--- config.mk ---
export PLATFORM = sky130hd
export DESIGN_NAME = adder_tree_accumulator_flat
export DESIGN_NICKNAME = d
export VERILOG_FILES = /design/src/rtl/adder_tree_accumulator_if.sv /design/src/rtl/adder_tree_accumulator.sv /design/src/flat_wrapper.sv
export SDC_FILE = /design/constraint.sdc
export NUM_CORES = 1
export LEC_CHECK = 0
export ABC_CLOCK_PERIOD_IN_PS = 3400
export CAP_MARGIN = 20
export CORE_MARGIN = 5
export CORE_UTILIZATION = 65
export DETAILED_ROUTE_END_ITERATION = 8
export DONT_BUFFER_PORTS = 1
export GPL_TIMING_DRIVEN = 1
export PLACE_DENSITY = 0.81
export RECOVER_POWER = 25
export SETUP_SLACK_MARGIN = 0.3
export SYNTH_ARGS = -nofsm -noshare
export SYNTH_HDL_FRONTEND = slang
export SYNTH_SLANG_ARGS = --single-unit
export TNS_END_PERCENT = 20
--- constraint.sdc ---
create_clock -name clk -period 3.4 [get_ports clk]
set_input_delay 0.34 -clock clk [delete_from_list [all_inputs] [get_ports clk]]
set_output_delay 0.34 -clock clk [all_outputs]
set_load 0.01 [all_outputs]
--- src/rtl/adder_tree_accumulator_if.sv ---
// Valid/ready bundle for the adder-tree accumulator.
// Upstream beats plus config enter; grouped results leave.
interface adder_tree_accumulator_if #(
  parameter int IN_W  = 32,
  parameter int ACC_W = 40,
  parameter int CNT_W = 8
);
  logic [CNT_W-1:0]        cfg_len;
  logic                    in_valid;
  logic                    in_ready;
  logic signed [IN_W-1:0]  in_data;
  logic                    out_valid;
  logic                    out_ready;
  logic signed [ACC_W-1:0] out_data;
  logic                    out_ovf;
  logic                    busy;

  modport master (
    output cfg_len, in_valid, in_data, out_ready,
    input  in_ready, out_valid, out_data, out_ovf, busy
  );

  modport slave (
    input  cfg_len, in_valid, in_data, out_ready,
    output in_ready, out_valid, out_data, out_ovf, busy
  );
endinterface

--- src/rtl/adder_tree_accumulator.sv ---
// Accumulates cfg_len signed beats per group into an ACC_W result.
// Define ADDER_TREE_ACC_SATURATE_EN to clamp instead of wrap.
module adder_tree_accumulator #(
  parameter int IN_W  = 32,
  parameter int ACC_W = 40,
  parameter int CNT_W = 8
) (
  input logic clk,
  input logic reset,
  adder_tree_accumulator_if.slave bus
);

  typedef enum logic [1:0] {
    IDLE,
    ACCUM,
    HOLD
  } state_t;

  state_t                  state;
  logic signed [ACC_W-1:0] acc;
  logic [CNT_W-1:0]        cnt;
  logic [CNT_W-1:0]        len_q;
  logic                    ovf;
  logic signed [ACC_W-1:0] data_q;
  logic                    ovf_q;

  logic                    beat;
  logic signed [ACC_W-1:0] ext;
  logic signed [ACC_W-1:0] sum;
  logic signed [ACC_W-1:0] acc_add;
  logic                    add_ovf;
  logic                    ovf_nx;
  logic [CNT_W-1:0]        cnt_nx;
  logic [CNT_W-1:0]        len_in;

  assign bus.in_ready  = reset &&
                         ((state != HOLD) || bus.out_ready);
  assign bus.out_valid = (state == HOLD);
  assign bus.busy      = (state != IDLE);
  assign bus.out_data  = data_q;
  assign bus.out_ovf   = ovf_q;

  assign beat   = bus.in_valid && bus.in_ready;
  assign ext    = ACC_W'(bus.in_data);
  assign sum    = acc + ext;
  assign cnt_nx = cnt + CNT_W'(1);
  assign ovf_nx = ovf | add_ovf;
  assign len_in = (bus.cfg_len == '0) ? CNT_W'(1)
                                      : bus.cfg_len;

  // Same-sign operands whose sum flips sign.
  assign add_ovf = (acc[ACC_W-1] == ext[ACC_W-1]) &&
                   (sum[ACC_W-1] != acc[ACC_W-1]);

`ifdef ADDER_TREE_ACC_SATURATE_EN
  localparam logic signed [ACC_W-1:0] MAXV =
    {1'b0, {(ACC_W-1){1'b1}}};
  localparam logic signed [ACC_W-1:0] MINV =
    {1'b1, {(ACC_W-1){1'b0}}};

  assign acc_add = !add_ovf      ? sum  :
                   acc[ACC_W-1]  ? MINV : MAXV;
`else
  assign acc_add = sum;
`endif

  always_ff @(posedge clk or negedge reset) begin
    if (!reset) begin
      state  <= IDLE;
      acc    <= '0;
      cnt    <= '0;
      len_q  <= '0;
      ovf    <= 1'b0;
      data_q <= '0;
      ovf_q  <= 1'b0;
    end else if (beat) begin
      if (state == ACCUM) begin
        acc <= acc_add;
        cnt <= cnt_nx;
        ovf <= ovf_nx;
        if (cnt_nx == len_q) begin
          state  <= HOLD;
          data_q <= acc_add;
          ovf_q  <= ovf_nx;
        end
      end else begin
        // IDLE, or HOLD draining while a new group starts
        acc   <= ext;
        cnt   <= CNT_W'(1);
        len_q <= len_in;
        ovf   <= 1'b0;
        if (len_in == CNT_W'(1)) begin
          state  <= HOLD;
          data_q <= ext;
          ovf_q  <= 1'b0;
        end else begin
          state <= ACCUM;
        end
      end
    end else if (state == HOLD && bus.out_ready) begin
      state <= IDLE;
    end
  end

endmodule

--- src/flat_wrapper.sv ---
// flat-port wrapper written by rule: the top's interface ports become plain ports
module adder_tree_accumulator_flat 
#(
  parameter int IN_W  = 32,
  parameter int ACC_W = 40,
  parameter int CNT_W = 8
)
  (clk, reset, bus_cfg_len, bus_in_valid, bus_in_data, bus_out_ready, bus_in_ready, bus_out_valid, bus_out_data, bus_out_ovf, bus_busy);
  adder_tree_accumulator_if #(.IN_W(IN_W), .ACC_W(ACC_W), .CNT_W(CNT_W)) bus_i ();
  input logic clk;
  input logic reset;
  input wire logic [$bits(bus_i.cfg_len)-1:0] bus_cfg_len;
  input wire logic [$bits(bus_i.in_valid)-1:0] bus_in_valid;
  input wire logic [$bits(bus_i.in_data)-1:0] bus_in_data;
  input wire logic [$bits(bus_i.out_ready)-1:0] bus_out_ready;
  output wire logic [$bits(bus_i.in_ready)-1:0] bus_in_ready;
  output wire logic [$bits(bus_i.out_valid)-1:0] bus_out_valid;
  output wire logic [$bits(bus_i.out_data)-1:0] bus_out_data;
  output wire logic [$bits(bus_i.out_ovf)-1:0] bus_out_ovf;
  output wire logic [$bits(bus_i.busy)-1:0] bus_busy;
  assign bus_i.cfg_len = bus_cfg_len;
  assign bus_i.in_valid = bus_in_valid;
  assign bus_i.in_data = bus_in_data;
  assign bus_i.out_ready = bus_out_ready;
  assign bus_in_ready = bus_i.in_ready;
  assign bus_out_valid = bus_i.out_valid;
  assign bus_out_data = bus_i.out_data;
  assign bus_out_ovf = bus_i.out_ovf;
  assign bus_busy = bus_i.busy;
  adder_tree_accumulator #(.IN_W(IN_W), .ACC_W(ACC_W), .CNT_W(CNT_W)) u_core (.clk(clk), .reset(reset), .bus(bus_i));
endmodule
==> metrics.cfg, run 1 <==
[outcome]
status=finished with violations
violations=max-capacitance violations, max-slew violations

[sta]
tightest_slew_ns=2.154
skew_ns=0.01115
drv_slew=101
max_freq_mhz=327.0
setup_viol=0
finalCritPeriodShare=0.8994
relSlewSlack=-0.4357
rsz0062_at_grt=true
period_needed_ns=3.058
tns_ns=0
hold_viol_final=0
hold_ws_ns=0.1028

[hold_path]
hp-class=input pin to flip-flop

[grt]
antenna_found_initial=0
grt_pass1_wl_mm=27.39
grt_usage=0.2673
grt.overflow.total=0
grt_pass1_vias=5528
grt_max_degree=101

[cts]
clockBufferDepth=2
cts_root_buffer=clkbuf_8
cts-buffers-inserted=9
path_clk_slew_ns=0.10
cts_tree=yes
post-cts-setup-buffers=0
h-tree-depth=3
cts.sinks=100
clock_insertion_delay_worst_skew_ns=0.38

[routing]
firstDrtPassIters=5
via_count=5625
vias_per_cell=6.320
drt_iter0_markers=475
detail_route.wl_per_cell_um=18.57
ant_nets=0
wirelength_mm=16.52
drc=0

[worst_setup_path]
path_max_fanout=6
path_buf_inv=0
crit_family=compound AO/OA/AOI/OAI gates
crit_path_top_delay_cell=o31ai_1
critPathCaptureType=flip-flop
cp.arrival_ns=3.38
required_ns=3.72
crit_chain=ha_1, and4_1, a221oi_1, o21ai_0, a41o_1, a21oi_4, a211oi_1, o21a_1, o31ai_1, mux2_2
critical_path_class=flip-flop to flip-flop
max_stage_delay_ns=0.41
critPathLaunchType=flip-flop

[finish]
n_fill_cell=804
layout_common_cells=128 x nand2_1, 100 x dfrtp_1, 84 x o21ai_0
fin_cells=890
drive_above_1_share=0.1008
n_antenna_cell=0
syn2layout_area_growth_pct=2.853
final_common_cell=nand2_1
final_area_um2=6945
fin_nets=834

[synth]
synth_cells=767
ys_types=69
synth_edf_count=0
postSynth.asyncResetShare=1.000
yosys.area.top_type_share=0.3706
synth_flop_cell=dfrtp_1
synth_largest_area_cell=dfrtp_1
synth_nets=852
yosysWarningCount=0
yosys-top-cells-area=dfrtp_1 37%, ha_1 7.4%, nand2_1 7.1%
avgSynthCellArea_um2=8.804
yosysSeqAreaShare=0.3706
netlist_area_um2=6753
ys_seq_elements=100

[placement]
io_buffers=0
place.gp.congestion=0.9201
place_inst=872
hpwl_mm=11.88
dpl_cell_area_um2=6728

[floorplan]
initial_core_util=0.6600
rows=37
die_w_um=111.9
die_h_um=111.9
coreArea_um2=10230
design.die.area_um2=12530
io_pins=88

[flow_run]
cap_violations=1

[pwr]
ir_worst_vdd_mv=0.5511
p_leak_uw=0.003154
p_per_area_nw_per_um2=1007

==> Yosys cell counts (3+ instances only) <==
cell      instances
inv_1             6
mux2_2           24
a21o_1           21
o31ai_1          10
ha_1             40
xor2_1           17
nor3_1           10
or3_1             3
a31oi_1          15
mux2i_1           8
clkbuf_2          3
a31o_2            4
o211ai_1          4
nor3b_1           3
nand3_1          25
and3_1            7
nand2_1         128
nor4_1            3
o21a_1            5
nand4_1           8
buf_4             4
a211oi_1          5
clkbuf_1         14
or4_1             5
buf_1             4
o21ai_0          84
a21oi_1          60
nor2_1           54
clkbuf_8          9
xnor2_1          22
a21boi_0          3
nand2b_1          8
buf_2             4
dfrtp_1         100
==> worst paths after layout <==
check                                          start                          to  slack (ns)  cells past startpoint
min                                  bus_in_data[31]  u_core.acc[39]$_DFFE_PN0P_        0.10                      2
min in group asynchronous                      reset  u_core.acc[27]$_DFFE_PN0P_        1.22                      2
max                        u_core.acc[7]$_DFFE_PN0P_  u_core.acc[37]$_DFFE_PN0P_        0.34                     10
max in group asynchronous                      reset   u_core.acc[2]$_DFFE_PN0P_        0.89                      2
max reg2reg                u_core.acc[7]$_DFFE_PN0P_  u_core.acc[37]$_DFFE_PN0P_        0.34                     10
min reg2reg                u_core.acc[5]$_DFFE_PN0P_   u_core.acc[5]$_DFFE_PN0P_        0.49                      2
==> flip-flops by register name, indices dropped and copies added, names as in the netlist <==
register and count:
u_core.ovf 1, u_core.bus.out_ovf 1, u_core.acc 40, u_core.state 2, u_core.bus.out_data 40, u_core.len_q 8
u_core.cnt 8
==> routing by layer <==
| layer | vias to the layer above | global-route usage | part of all wire |
|---|---|---|---|
| met5 | - | 0 | 0 |
| met4 | 0 | 0.07624 | 0.015 |
| met3 | 20 | 0.06467 | 0.082 |
| met2 | 209 | 0.4165 | 0.45 |
| met1 | 2666 | 0.3734 | 0.45 |
| li1 | 2730 | - | - |
==> layout make-up <==
type	instances	area, um^2	area share
Multi-Input combinational cell	622	3973	0.5720
Clock inverter	4	47.55	0.006846
Inverter	6	22.52	0.003243
Sequential cell	100	2502	0.3603
Timing Repair Buffer	10	75.07	0.01081
Tap cell	136	170.2	0.02450
Clock buffer	12	155.1	0.02234
==> kinds of logic (layout without fill, tap and decap cells) <==
family / after synthesis / count (layout) / share of synthesized area
and+or+nand+nor: 268 / 268 / 0.1794
xor gates and xnor gates: 39 / 39 / 0.05058
muxes: 32 / 32 / 0.05188
AOI/OAI and AO/OA: 242 / 242 / 0.2275
adders and majority gates: 41 / 41 / 0.07708
DFF: 100 / 100 / 0.3706
buffers and inverters: 45 / 32 / 0.04299
==> repair_timing <==
item | CTS | global route
resized for setup | 0 | 1
hold buffers | 2 | 0
endpoints found under the hold margin | 100 | 0
setup endpoints to repair | 0 | 8
==> per-stage QoR <==
step | worst slack (ns) | power (uW) | util
6_report | 0.3421 | 6996 | 0.6789
5_1_grt | 0.2604 | 7592 | 0.6789
4_1_cts | 0.3445 | 6970 | 0.6811
3_5_place_dp | 0.3696 | 6140 | 0.6576
3_3_place_gp | 0.4666 | 5985 | 0.6576
2_1_floorplan | 0.6260 | 5330 | -
==> report_power, final <==
part | total, uW | leakage, uW | internal (uW) | switching [uW]
sequential | 2240 | 0.00123 | 1730 | 507
combinational | 3970 | 0.00182 | 1600 | 2370
clock | 789 | 0.000102 | 378 | 410
No activity file was read; power rests on OpenSTA's default activity.
==> run 2: changes to the inputs <==
--- a/config.mk
+++ b/config.mk
@@ -6,11 +6,12 @@
 export NUM_CORES = 1
 export LEC_CHECK = 0
 export ABC_CLOCK_PERIOD_IN_PS = 3400
+export BUFFER_PORTS_ARGS = -buffer_cell sky130_fd_sc_hd__buf_2
 export CAP_MARGIN = 20
 export CORE_MARGIN = 5
-export CORE_UTILIZATION = 65
+export CORE_UTILIZATION = 59
+export CTS_CLUSTER_DIAMETER = 60
 export DETAILED_ROUTE_END_ITERATION = 8
-export DONT_BUFFER_PORTS = 1
 export GPL_TIMING_DRIVEN = 1
 export PLACE_DENSITY = 0.81
 export RECOVER_POWER = 25
==> run 2 against run 1 <==
  * The flow now finishes without violations
  * Via count rose by 7.8%
  * Die area rose by 9.2%
  * Count of clock-buffer cells in the layout fell by 1
  * Wire length rose by 9.7%
  * Utilization fell by 1.6 points
  * Power rose by 7.6%
  * Flip-flop and latch count did not move
  * Non-clock buffer count rose by 90
  * Cell count rose by 11%
  * Global-route usage rose by 1.1 points
  * Largest cell class unchanged
  * Largest power group unchanged
==> metrics.cfg, run 2 (synthesized netlist as in run 1, its figures left out) <==
[grt]
grt_pass1_vias=6115  ; +11%
grt_pass1_wl_mm=30.02  ; +9.6%
grt_max_degree=69  ; -32%
antenna_found_initial=0  ; unchanged
grt.overflow.total=0  ; unchanged
grt_usage=0.2786  ; +0.01131

[outcome]
status=completed

[placement]
place_ws_ns=0.2328  ; -0.1368 ns
hpwl_mm=13.45  ; +13%
io_buffers=87  ; +87
place.gp.congestion=0.9089  ; -1.2%

[finish]
fin_nets=924  ; +11%
n_fill_cell=936  ; +16%
postLayoutCoreUtil=0.6630  ; -0.01584
layout_common_cells=128 x nand2_1, 100 x dfrtp_1, 83 x o21ai_0
n_antenna_cell=0  ; unchanged
multi_input_area_um2=3993  ; +0.50%
drive_above_1_share=0.1827  ; +0.08189
syn2layout_area_growth_pct=11.15
final_common_cell=nand2_1
ff_latch_area_um2=2502  ; unchanged

[cts]
clock_insertion_delay_worst_skew_ns=0.35  ; -0.03 ns
cts.sinks=100  ; unchanged
post-cts-setup-buffers=0  ; unchanged
clockBufferDepth=2  ; unchanged
cts-buffers-inserted=9  ; unchanged
cts_root_buffer=clkbuf_16
path_clk_slew_ns=0.07  ; -0.03 ns
cts_tree=yes
h-tree-depth=3  ; unchanged

[worst_setup_path]
endpoint=u_core.acc[33]$_DFFE_PN0P_
cp_common_cell=nand3_1
critPathCaptureType=flip-flop
crit_chain=ha_1, a21o_1, nand4_1, nand3_1, a41o_1, a31oi_2, o21ai_1, o21ai_0, buf_4, or4_1, nand3_1
path_buf_inv=1  ; +1
rr_worst_depth=11  ; +1
required_ns=3.69  ; -0.03 ns
path_max_fanout=4  ; -2
max_stage_delay_ns=0.43  ; +0.02 ns
r2r_start=u_core.acc[1]$_DFFE_PN0P_
r2r_setup_slack_ns=0.36  ; +0.02 ns
critical_path_class=flip-flop to flip-flop
path_depth=11  ; +1
crit_path_top_delay_cell=dfrtp_1
critPathLaunchType=flip-flop
crit_family=compound AO/OA/AOI/OAI gates
cp.arrival_ns=3.32  ; -0.06 ns
crit_start=u_core.acc[1]$_DFFE_PN0P_
reg2reg_to=u_core.acc[33]$_DFFE_PN0P_

[flow_run]
cap_violations=0  ; -1

[sta]
hold_viol_final=0  ; unchanged
drv_slew=0  ; -100%
relSlewSlack=0.5275  ; +0.9632
max_freq_mhz=329.1  ; +0.64%
rsz0062_at_grt=true
finalCritPeriodShare=0.8937  ; -0.005733
setup_viol=0  ; unchanged
skew_ns=0.008332  ; -0.002815 ns
period_needed_ns=3.038  ; -0.01949 ns
hold_ws_ns=0.2329  ; +0.1301 ns
tns_ns=0  ; unchanged
layout_setup_ws_ns=0.3616  ; +0.01949 ns
tightest_slew_ns=0.7088  ; -1.445 ns

[floorplan]
die_h_um=117.0  ; +4.5%
rows=39  ; +5.4%
initial_core_util=0.5965  ; -0.06354
design.die.area_um2=13680  ; +9.2%
io_pins=88  ; unchanged
die_w_um=117.0  ; +4.5%
coreArea_um2=11320  ; +11%

[routing]
wirelength_mm=18.12  ; +9.7%
detail_route.wl_per_cell_um=18.38  ; -1.0%
drt_iter0_markers=564  ; +19%
firstDrtPassIters=6  ; +1
drc=0  ; unchanged
vias_per_cell=6.151  ; -2.7%
ant_nets=0  ; unchanged
via_count=6065  ; +7.8%

[pwr]
ir_worst_vdd_mv=0.9412  ; +71%
swShare=0.4624  ; -0.007865
internal_power_uw=4046  ; +9.2%
combinationalPowerShare=0.589  ; +0.022
p_per_area_nw_per_um2=1003  ; -0.45%
clkPwrFrac=0.133  ; +0.020
netSwitchingPower_uw=3481  ; +5.8%
pwr-share-seq=0.278  ; -0.042
p_leak_uw=0.003534  ; +12%

[hold_path]
min_from=bus_cfg_len[2]
hp-class=input pin to flip-flop

## run 2: cell types whose count changed in the layout (fill, tap and decap cells not counted), moves of 2 or more
| cell | delta |
|---|---|
| buf_2 | +72 |
| buf_4 | +4 |
| clkbuf_1 | +12 |
| clkbuf_16 | +9 |
| clkbuf_8 | -9 |
| inv_6 | +2 |
## run 2: stage by stage
step | cells | power, uW | area, um^2
floorplan | 767 | 5330 | 6753
global placement | 970 | 6333 | 7204
detailed placement | 970 | 6461 | 7204
CTS | 986 | 7502 | 7498
global route | 986 | 8189 | 7506
finish | 986 | 7527 | 7506
## run 2: worst min path at each step
stage | slack (ns) | cells after the start | end
2_1_floorplan | 0.04 | 0 | u_core.acc[0]$_DFFE_PN0P_
3_3_place_gp | 0.23 | 1 | u_core.ovf$_DFFE_PN0P_
3_5_place_dp | 0.24 | 1 | u_core.bus.out_data[33]$_DFFE_PN0P_
4_1_cts | 0.22 | 2 | u_core.len_q[6]$_DFFE_PN0P_
5_1_grt | 0.22 | 2 | u_core.len_q[2]$_DFFE_PN0P_
6_report | 0.23 | 2 | u_core.len_q[2]$_DFFE_PN0P_
## run 2: cell type report
cell class,count,share of cell area
Clock inverter,4,0.004167
Timing Repair Buffer,100,0.07001
Inverter,6,0.003000
Clock buffer,11,0.03367
Tap cell,143,0.02384
Sequential cell,100,0.3334
Multi-Input combinational cell,622,0.5319
## run 2: repair_timing
item / CTS / global route
hold endpoints to repair: 14 / 0
hold buffers: 1 / 0
gates cloned: 0 / 0
resized for setup: 1 / 6
setup endpoints to repair: 1 / 42
## run 2: per-layer routing
metal / up-vias / track usage / part of all wire / wire, um
met5: - / 0 / 0 / 0
met3: 26 / 0.06015 / 0.064 / 1162
met1: 2914 / 0.3757 / 0.45 / 8110
met2: 210 / 0.4562 / 0.48 / 8617
li1: 2915 / - / - / -
met4: 0 / 0.07645 / 0.013 / 232
## run 2: power by group through the flow
| stage | Combinational, uW | Clock [uW] | Sequential [uW] |
|---|---|---|---|
| after floorplan | 3210 | 0 | 2120 |
| after global placement | 4270 | 0 | 2060 |
| after detailed placement | 4360 | 0 | 2100 |
| after CTS | 4390 | 1030 | 2080 |
| after global routing | 4950 | 1080 | 2160 |
| final | 4430 | 1000 | 2090 |
